===== src/rtl/jpc_control_pkg.sv =====
// Shared constants for the JPC sequencer: opcodes, FSM state encoding,
// PC-source codes and trap causes.
package jpc_control_pkg;

    localparam logic [6:0] OP_LOAD     = 7'b0000011;
    localparam logic [6:0] OP_STORE    = 7'b0100011;
    localparam logic [6:0] OP_OP       = 7'b0110011;
    localparam logic [6:0] OP_OP_IMM   = 7'b0010011;
    localparam logic [6:0] OP_LUI      = 7'b0110111;
    localparam logic [6:0] OP_AUIPC    = 7'b0010111;
    localparam logic [6:0] OP_JAL      = 7'b1101111;
    localparam logic [6:0] OP_JALR     = 7'b1100111;
    localparam logic [6:0] OP_BRANCH   = 7'b1100011;
    localparam logic [6:0] OP_MISC_MEM = 7'b0001111;

    typedef enum logic [2:0] {
        ST_RESET     = 3'd0,
        ST_FETCH     = 3'd1,
        ST_DECODE    = 3'd2,
        ST_EXECUTE   = 3'd3,
        ST_MEM       = 3'd4,
        ST_WRITEBACK = 3'd5,
        ST_TRAP      = 3'd6
    } state_e;

    typedef enum logic [1:0] {
        PC_PLUS4 = 2'b00,
        PC_REL   = 2'b01,
        PC_JALR  = 2'b10
    } pc_sel_e;

    typedef enum logic [2:0] {
        CAUSE_NONE    = 3'd0,
        CAUSE_ILLEGAL = 3'd1,
        CAUSE_ECALL   = 3'd2,
        CAUSE_EBREAK  = 3'd3,
        CAUSE_IMEM_TO = 3'd4,
        CAUSE_DMEM_TO = 3'd5
    } trap_cause_e;

    // Opcodes that produce a destination-register result.
    function automatic logic writes_rd(input logic [6:0] op);
        return op inside {OP_OP, OP_OP_IMM, OP_LOAD, OP_LUI, OP_AUIPC, OP_JAL, OP_JALR};
    endfunction

endpackage


===== src/rtl/jpc_control_req_timer.sv =====
// Memory-request watchdog shared by the fetch and data-access phases;
// expired_O fires on the last allowed wait cycle unless ack arrives with it.
module jpc_req_timer #(
    parameter int unsigned TIMEOUT = 255,
    parameter int unsigned TCW     = 8
) (
    input  logic clk_I,
    input  logic rst_I,
    input  logic clear_I,
    input  logic run_I,
    input  logic ack_I,
    output logic expired_O
);

    localparam logic [TCW:0] LIMIT   = (TCW+1)'(TIMEOUT);
    localparam bit           ENABLED = (TIMEOUT != 0);

    logic [TCW-1:0] cnt_q, cnt_d;
    logic           hits_limit;

    // NOTE: every variable written here gets a default first, so no path leaves it unassigned and no latch is inferred.
    always_comb begin
        cnt_d = cnt_q;
        if (clear_I) begin
            cnt_d = '0;
        end else if (run_I && !ack_I) begin
            cnt_d = cnt_q + 1'b1;
        end
    end

    // cnt_q counts wait cycles already spent; this cycle would be the next one.
    assign hits_limit = (({1'b0, cnt_q} + {{TCW{1'b0}}, 1'b1}) == LIMIT);
    assign expired_O  = ENABLED && run_I && !ack_I && hits_limit;

    // NOTE: state uses non-blocking assignments; reset here is synchronous and active-high.
    always_ff @(posedge clk_I) begin
        if (rst_I) begin
            cnt_q <= '0;
        end else begin
            cnt_q <= cnt_d;
        end
    end

endmodule


===== src/rtl/jpc_control.sv =====
// Multi-cycle sequencer for the JPC core: FETCH/DECODE/EXECUTE/MEM/WRITEBACK
// with a sticky TRAP state on decoder faults and memory timeouts.
module jpc_control
    import jpc_control_pkg::*;
#(
    parameter int unsigned TIMEOUT = 255,
    parameter int unsigned TCW     = 8
) (
    input  logic       clk_I,
    input  logic       rst_I,
    input  logic [6:0] opcode_I,
    input  logic       ecall_I,
    input  logic       ebreak_I,
    input  logic       fence_I,
    input  logic       fence_i_I,
    input  logic       error_I,
    input  logic       branch_taken_I,
    input  logic       imem_ack_I,
    input  logic       dmem_ack_I,
    output logic       imem_req_O,
    output logic       ir_we_O,
    output logic       dmem_req_O,
    output logic       dmem_we_O,
    output logic       rf_we_O,
    output logic       pc_we_O,
    output logic [1:0] pc_sel_O,
    output logic       retire_O,
    output logic       halt_O,
    output logic [2:0] trap_cause_O
);

    state_e      state_q, state_d;
    trap_cause_e cause_q, cause_d;
    pc_sel_e     pc_sel;
    logic        req_ack;
    logic        timer_clear;
    logic        timer_expired;

    assign req_ack     = (state_q == ST_FETCH) ? imem_ack_I : dmem_ack_I;
    assign timer_clear = (state_d != state_q) && (state_d == ST_FETCH || state_d == ST_MEM);

    jpc_req_timer #(
        .TIMEOUT (TIMEOUT),
        .TCW     (TCW)
    ) u_req_timer (
        .clk_I     (clk_I),
        .rst_I     (rst_I),
        .clear_I   (timer_clear),
        .run_I     (imem_req_O || dmem_req_O),
        .ack_I     (req_ack),
        .expired_O (timer_expired)
    );

    always_comb begin
        state_d    = state_q;
        cause_d    = cause_q;
        imem_req_O = 1'b0;
        ir_we_O    = 1'b0;
        dmem_req_O = 1'b0;
        dmem_we_O  = 1'b0;
        rf_we_O    = 1'b0;
        pc_we_O    = 1'b0;
        retire_O   = 1'b0;
        halt_O     = 1'b0;
        pc_sel     = PC_PLUS4;

        case (state_q)
            ST_RESET: state_d = ST_FETCH;

            ST_FETCH: begin
                imem_req_O = 1'b1;
                ir_we_O    = imem_ack_I;
                if (imem_ack_I) begin
                    state_d = ST_DECODE;
                end else if (timer_expired) begin
                    state_d = ST_TRAP;
                    cause_d = CAUSE_IMEM_TO;
                end
            end

            ST_DECODE: begin
                if (error_I) begin
                    state_d = ST_TRAP;
                    cause_d = CAUSE_ILLEGAL;
                end else if (ecall_I) begin
                    state_d = ST_TRAP;
                    cause_d = CAUSE_ECALL;
                end else if (ebreak_I) begin
                    state_d = ST_TRAP;
                    cause_d = CAUSE_EBREAK;
                end else if (fence_I || fence_i_I) begin
                    state_d = ST_WRITEBACK;
                end else begin
                    state_d = ST_EXECUTE;
                end
            end

            ST_EXECUTE: begin
                if (opcode_I == OP_LOAD || opcode_I == OP_STORE) begin
                    state_d = ST_MEM;
                end else begin
                    state_d = ST_WRITEBACK;
                end
            end

            ST_MEM: begin
                dmem_req_O = 1'b1;
                dmem_we_O  = (opcode_I == OP_STORE);
                if (dmem_ack_I) begin
                    state_d = ST_WRITEBACK;
                end else if (timer_expired) begin
                    state_d = ST_TRAP;
                    cause_d = CAUSE_DMEM_TO;
                end
            end

            ST_WRITEBACK: begin
                pc_we_O  = 1'b1;
                retire_O = 1'b1;
                rf_we_O  = writes_rd(opcode_I);
                if (opcode_I == OP_JAL || (opcode_I == OP_BRANCH && branch_taken_I)) begin
                    pc_sel = PC_REL;
                end else if (opcode_I == OP_JALR) begin
                    pc_sel = PC_JALR;
                end
                state_d = ST_FETCH;
            end

            ST_TRAP: halt_O = 1'b1;

            default: state_d = ST_RESET;
        endcase
    end

    assign pc_sel_O     = pc_sel;
    assign trap_cause_O = cause_q;

    always_ff @(posedge clk_I) begin
        if (rst_I) begin
            state_q <= ST_RESET;
            cause_q <= CAUSE_NONE;
        end else begin
            state_q <= state_d;
            cause_q <= cause_d;
        end
    end

endmodule


===== config.mk =====
export PLATFORM = sky130hd
export DESIGN_NAME = jpc_control
export DESIGN_NICKNAME = d
export VERILOG_FILES = /design/src/rtl/jpc_control_pkg.sv /design/src/rtl/jpc_control_req_timer.sv /design/src/rtl/jpc_control.sv
export SDC_FILE = /design/constraint.sdc
export NUM_CORES = 1
export LEC_CHECK = 0
export ABC_AREA = 1
export CORE_ASPECT_RATIO = 0.75
export CORE_MARGIN = 5
export CORE_UTILIZATION = 51
export DETAILED_ROUTE_END_ITERATION = 8
export PLACE_DENSITY = 0.81
export REMOVE_ABC_BUFFERS = 1
export SYNTH_ARGS = -nofsm -noshare
export SYNTH_HDL_FRONTEND = slang
export SYNTH_SLANG_ARGS = --single-unit

===== constraint.sdc =====
create_clock -name clk_I -period 5.3 [get_ports clk_I]
set_input_delay 0.53 -clock clk_I [delete_from_list [all_inputs] [get_ports clk_I]]
set_output_delay 0.53 -clock clk_I [all_outputs]
set_load 0.02 [all_outputs]

### Yosys cells after proc, flatten, opt, wreduce, memory -nomap -nowiden

Index checks and enable logic that the tools add are counted.

| storage, ports and cells | value |
|---|---|
| register bits | 14 |
| bits of input ports | 17 |
| output and inout port bits | 13 |
| word-level logic and storage cells | 73 |

| cells by class | value |
|---|---|
| add/subtract/negate cells | 2 |
| eq/ne operators | 24 |
| muxes and demuxes | 28 |
| reductions and logical operators | 16 |

Operators with widths:

| kind | count |
|---|---|
| two-way mux 3 bit | 14 |
| equality test 7 x 6 -> 1 bit, second input constant | 3 |
| equality test 7 bit, second input constant | 3 |
| one-hot mux 3 bit (6 select lines) | 1 |
| equality test 7 x 5 -> 1 bit, second input constant | 2 |
| equality test 3 bit, second input constant | 4 |
| adder 8 x 1 -> 9 bit, second input constant | 1 |
| equality test 9 x 8 -> 1 bit, second input constant | 1 |
| two-way mux 1 bit | 9 |
| one-hot mux 3 bit (3 select lines) | 1 |
| adder 8 x 1 -> 8 bit, second input constant | 1 |
| inequality test 2 bit, second input constant | 4 |
| equality test 7 x 2 -> 1 bit, second input constant | 1 |
| nonzero test 7 bit | 1 |
| equality test 3 x 1 -> 1 bit, second input constant | 2 |
| equality test 3 x 2 -> 1 bit, second input constant | 2 |
| two-way mux 2 bit | 3 |
| AND reduction 6 bit | 1 |
| logical OR 1 bit | 5 |
| logical AND 1 bit | 4 |
| inequality test 4 bit, second input constant | 1 |
| OR reduction 2 bit | 2 |
| zero test 3 bit | 1 |
| inequality test 3 bit | 1 |
| other kinds (2) | 2 |

### Longest topological paths before layout

| depth | value |
|---|---|
| depth in word-level cells | 12 |
| depth in mapped cells | 15 |
| gate-level depth less buffers | 15 |

### Hierarchy

Synthesis repeated with hierarchy kept, for this count alone.

| unflattened totals | value |
|---|---|
| cells, all modules | 180 |
| area, all modules | 1089.8 um^2 |

By module, submodules not included:

| module | instances | cells each | area an instance (um^2) | sequential area each (um^2) |
|---|---|---|---|---|
| jpc_control | 1 | 109 | 613.1 | 120.1 |
| jpc_req_timer | 1 | 71 | 476.7 | 160.2 |

### Least setup slack after synthesis

No wires, ideal clock.

| timing path | value |
|---|---|
| path type | reg-to-output |
| from | register state_q[2] |
| to | output port pc_sel_O[1] |
| data arrival time | 1.742 ns |
| data required time | 4.770 ns |
| path slack | 3.028 ns |
| stages on the path, launching flop included | 5 |
| path buffers | 0 |
| cells stage by stage | dfxtp_1 > inv_2 > nor3_1 > inv_1 > nor3_1 |

| between the ends | value |
|---|---|
| word-level cells in the longest chain between the ends | 2 |

Ends and longest elaborated chain:

| item | line | text |
|---|---|---|
| start: declaration | jpc_control.sv:32 | `state_e state_q, state_d;` |
| start signal: assignment | jpc_control.sv:143 | `state_q <= state_d;` |
| equality test 3 bit | jpc_control.sv:67 | `case (state_q)` |
| two-way mux 2 bit | jpc_control.sv:67 |  |
| end: declaration | jpc_control.sv:26 | `output logic [1:0] pc_sel_O,` |

Every way passes these cells.

### Worst setup path in the final report

| timing path | value |
|---|---|
| from | input port opcode_I[0] |
| to | output port rf_we_O |

| between the ends | value |
|---|---|
| word-level cells in the longest chain between the ends | 3 |
| elaborated cells between the ends (all ways) | 9 |
| those cells by class | 7 x eq/ne; 1 x mux; 1 x reduce/logical |

Ends and longest elaborated chain:

| item | line | text |
|---|---|---|
| start: declaration | jpc_control.sv:11 | `input logic [6:0] opcode_I,` |
| equality test 7 x 6 -> 1 bit, or another cell as far along | jpc_control_pkg.sv:43 | `return op inside {OP_OP, OP_OP_IMM, OP_LOAD, OP_LUI, OP_AUIPC, OP_JAL, OP_JALR};` |
| nonzero test 7 bit * | jpc_control_pkg.sv:43 |  |
| two-way mux 1 bit * | jpc_control.sv:67 |  |
| end: declaration | jpc_control.sv:24 | `output logic rf_we_O,` |

Every way passes the cells marked *; elsewhere a longest branch is shown, timed or not.

==> impl_metrics.yaml <==
die:
  start_util: 0.542
  ios: 30
  die_width_um: 63.4
  row_count: 14
  core_area_um2: 2010
  dieHeight_um: 50.1
  die_area_um2: 3170
worst_setup_path:
  ff2ff_path_depth: 15
  path_class: "input pin to output port"
  start_kind: "input pin"
  r2r_setup_slack_ps: 3310
  worstSetupEndpointType: "output port"
  cp.required_ps: 4770
  rr_endpoint: "u_req_timer.cnt_q[6]$_SDFFE_PP0P_"
  critPathLaunch: "opcode_I[0]"
  worstPathArrival_ps: 2510
  crit_path_max_fanout: 3
  cp-endpoint: "rf_we_O"
  r2r_start: "u_req_timer.cnt_q[0]$_SDFFE_PP0P_"
synth:
  synth_cell_type_count: 26
  syn_inst: 176
  ys_seq_elements: 14
  netlist_area_um2: 1090
  synthTopCellsByArea: "dfxtp_1 (26%), nand2_1 (15%), inv_1 (8.9%), nor2_1 (8.6%), o21ai_0 (5.5%)"
  avgSynthCellArea_um2: 6.20
  synth.top_cell.area_share: 0.257
  synth-seq-area-share: 0.257
  yosysTopAreaCell: "dfxtp_1"
  yosys_warnings: 0
sta:
  setup_ws_ps: 2260
  hold_violations: 0
  slew_headroom: 0.636
  period_minus_slack_ps: 3040
  setup_viol: 0
  final_max_slew_viol_count: 0
  max_freq_ghz: 0.329
  tns_ps: 0
  whs_ps: 479
  rsz0062_at_grt: "false"
  fin_crit_sh: 0.573
  tightest_slew_ps: 542
  finClkSkew_ps: 1.74
cells_and_area:
  layout_commonest_cell: "nand2_1"
  most-common-layout-cells: "nand2_1 (44), clkdlybuf4s50_1 (29), inv_1 (26)"
  layout.nets: 228
  fin_area_um2: 1440
  num_antenna_cells: 0
  drive_above_1_share: 0.115
  fin_cells: 232
  area_growth_syn_to_layout_pct: 32.0
drt:
  dr.pass1.iters: 4
  via_count: 1170
  drtIter0Drc: 80
  wl_per_cell_um: 11.7
  drc: 0
  antenna_left: 0
  totalWireLength_um: 2730
  vias_per_cell: 5.04
clock_network:
  clk_pin_slew_ps: 90
  cts.sinks: 14
  cts_buffer_depth: 2
  insertion_delay_ps: 280
  cts_resized: 0
  cts_buffers: 3
  hold_buffers: 0
  htree_levels: 1
  cts_tree: "done"
  cts_root_buffer: "clkbuf_4"
  postCtsSetupRepairBufs: 0
grt:
  grt_max_degree: 11
  antenna_found_initial: 0
  overflow: 0
  grt_pass1_wl_um: 4680
  track_usage: 0.180
  grt_pass1_vias: 1097
run_status:
  status: "complete, no violations"
worst_hold_path:
  min_path_type: "flop to flop"
placed_design:
  placed_cell_area_um2: 1400
  io_buffers: 29
  dp_cells: 228
  dp_hpwl_um: 2270
  place_ws_ps: 2270
  gp_routability_congestion: 0.864
power:
  p_leak_nw: 0.626
  powerDensity_nw_per_um2: 256
  ir_drop_uv: 217
flow_run:
  drv_cap: 0
[worst min-delay path by stage]
stage / startpoint / end / depth (start not counted)
after floorplan: u_req_timer.cnt_q[7]$_SDFFE_PP0P_ / u_req_timer.cnt_q[7]$_SDFFE_PP0P_ / 2
after global placement: trap_cause_O[1]$_SDFFE_PP0P_ / trap_cause_O[1]$_SDFFE_PP0P_ / 2
after detailed placement: trap_cause_O[1]$_SDFFE_PP0P_ / trap_cause_O[1]$_SDFFE_PP0P_ / 2
after CTS: trap_cause_O[1]$_SDFFE_PP0P_ / trap_cause_O[1]$_SDFFE_PP0P_ / 2
after global routing: trap_cause_O[1]$_SDFFE_PP0P_ / trap_cause_O[1]$_SDFFE_PP0P_ / 2
final: trap_cause_O[1]$_SDFFE_PP0P_ / trap_cause_O[1]$_SDFFE_PP0P_ / 2
[cell type report]
class / instances / area [µm²]
repair buffers: 29 / 290
flip-flops and latches: 14 / 280
inverters: 28 / 105
clock buffers: 4 / 36.3
well taps: 24 / 30.0
fillers: 159 / 574
multi-input cells: 133 / 698
[power by group]
group	leakage, nW	total [mW]	internal (mW)	switching, mW
combinational	0.491	0.153	0.0620	0.0913
clock	0.0210	0.0783	0.0418	0.0364
sequential	0.114	0.137	0.120	0.0169
[registers in the layout, summed over array words and instances (netlist names)]
name / count
u_req_timer.cnt_q: 8
trap_cause_O: 3
state_q: 3
[layer usage]
metal  wire (µm)  up-vias  GRT usage
met5           0        -          0
met4          11        0     0.0208
met2        1280       31      0.292
met3         140        2     0.0545
li1            -      629          -
met1        1290      508      0.240
[per-stage QoR]
| step | utilization | power [mW] |
|---|---|---|
| CTS | 0.715 | 0.371 |
| global placement | 0.697 | 0.287 |
| detailed placement | 0.697 | 0.292 |
| floorplan | - | 0.241 |
| finish | 0.715 | 0.369 |
| global route | 0.715 | 0.399 |
[critical path: stages]
cell	delay, ps
clkdlybuf4s50_1	490
nand2_1	70
nor3_1	250
nand2_1	110
o311ai_0	310
nand2_1	90
inv_1	60
clkdlybuf4s50_1	590
[synth_stat cells]
library cell	instances
nand2_1	44
inv_1	26
nor2_1	25
dfxtp_1	14
o21ai_0	12
nand3_1	10
nor3_1	7
a21oi_1	5
nand2_2	5
a31oi_1	4
nor2_2	3
nor2_4	3
ha_1	2
inv_2	2
nand2_4	2
nand4_1	2
a21boi_0	1
buf_4	1
nand3_2	1
nand3_4	1
nand4_2	1
nor3b_4	1
o21ai_2	1
o21bai_1	1
o311ai_0	1
xor2_1	1
[logic make-up (layout without fill, tap and decap cells)]
logic type / count (synthesis) / in the layout / share of synthesized area
AND/OR/NAND/NOR: 105 / 105 / 0.478
flip-flops: 14 / 14 / 0.257
adder cells (fa/ha/maj): 2 / 2 / 0.0229
XOR/XNOR: 1 / 1 / 0.00803
buffers and inverters: 29 / 61 / 0.103
AO/OA/AOI/OAI: 25 / 25 / 0.131
No activity file was read; power rests on OpenSTA's default activity.
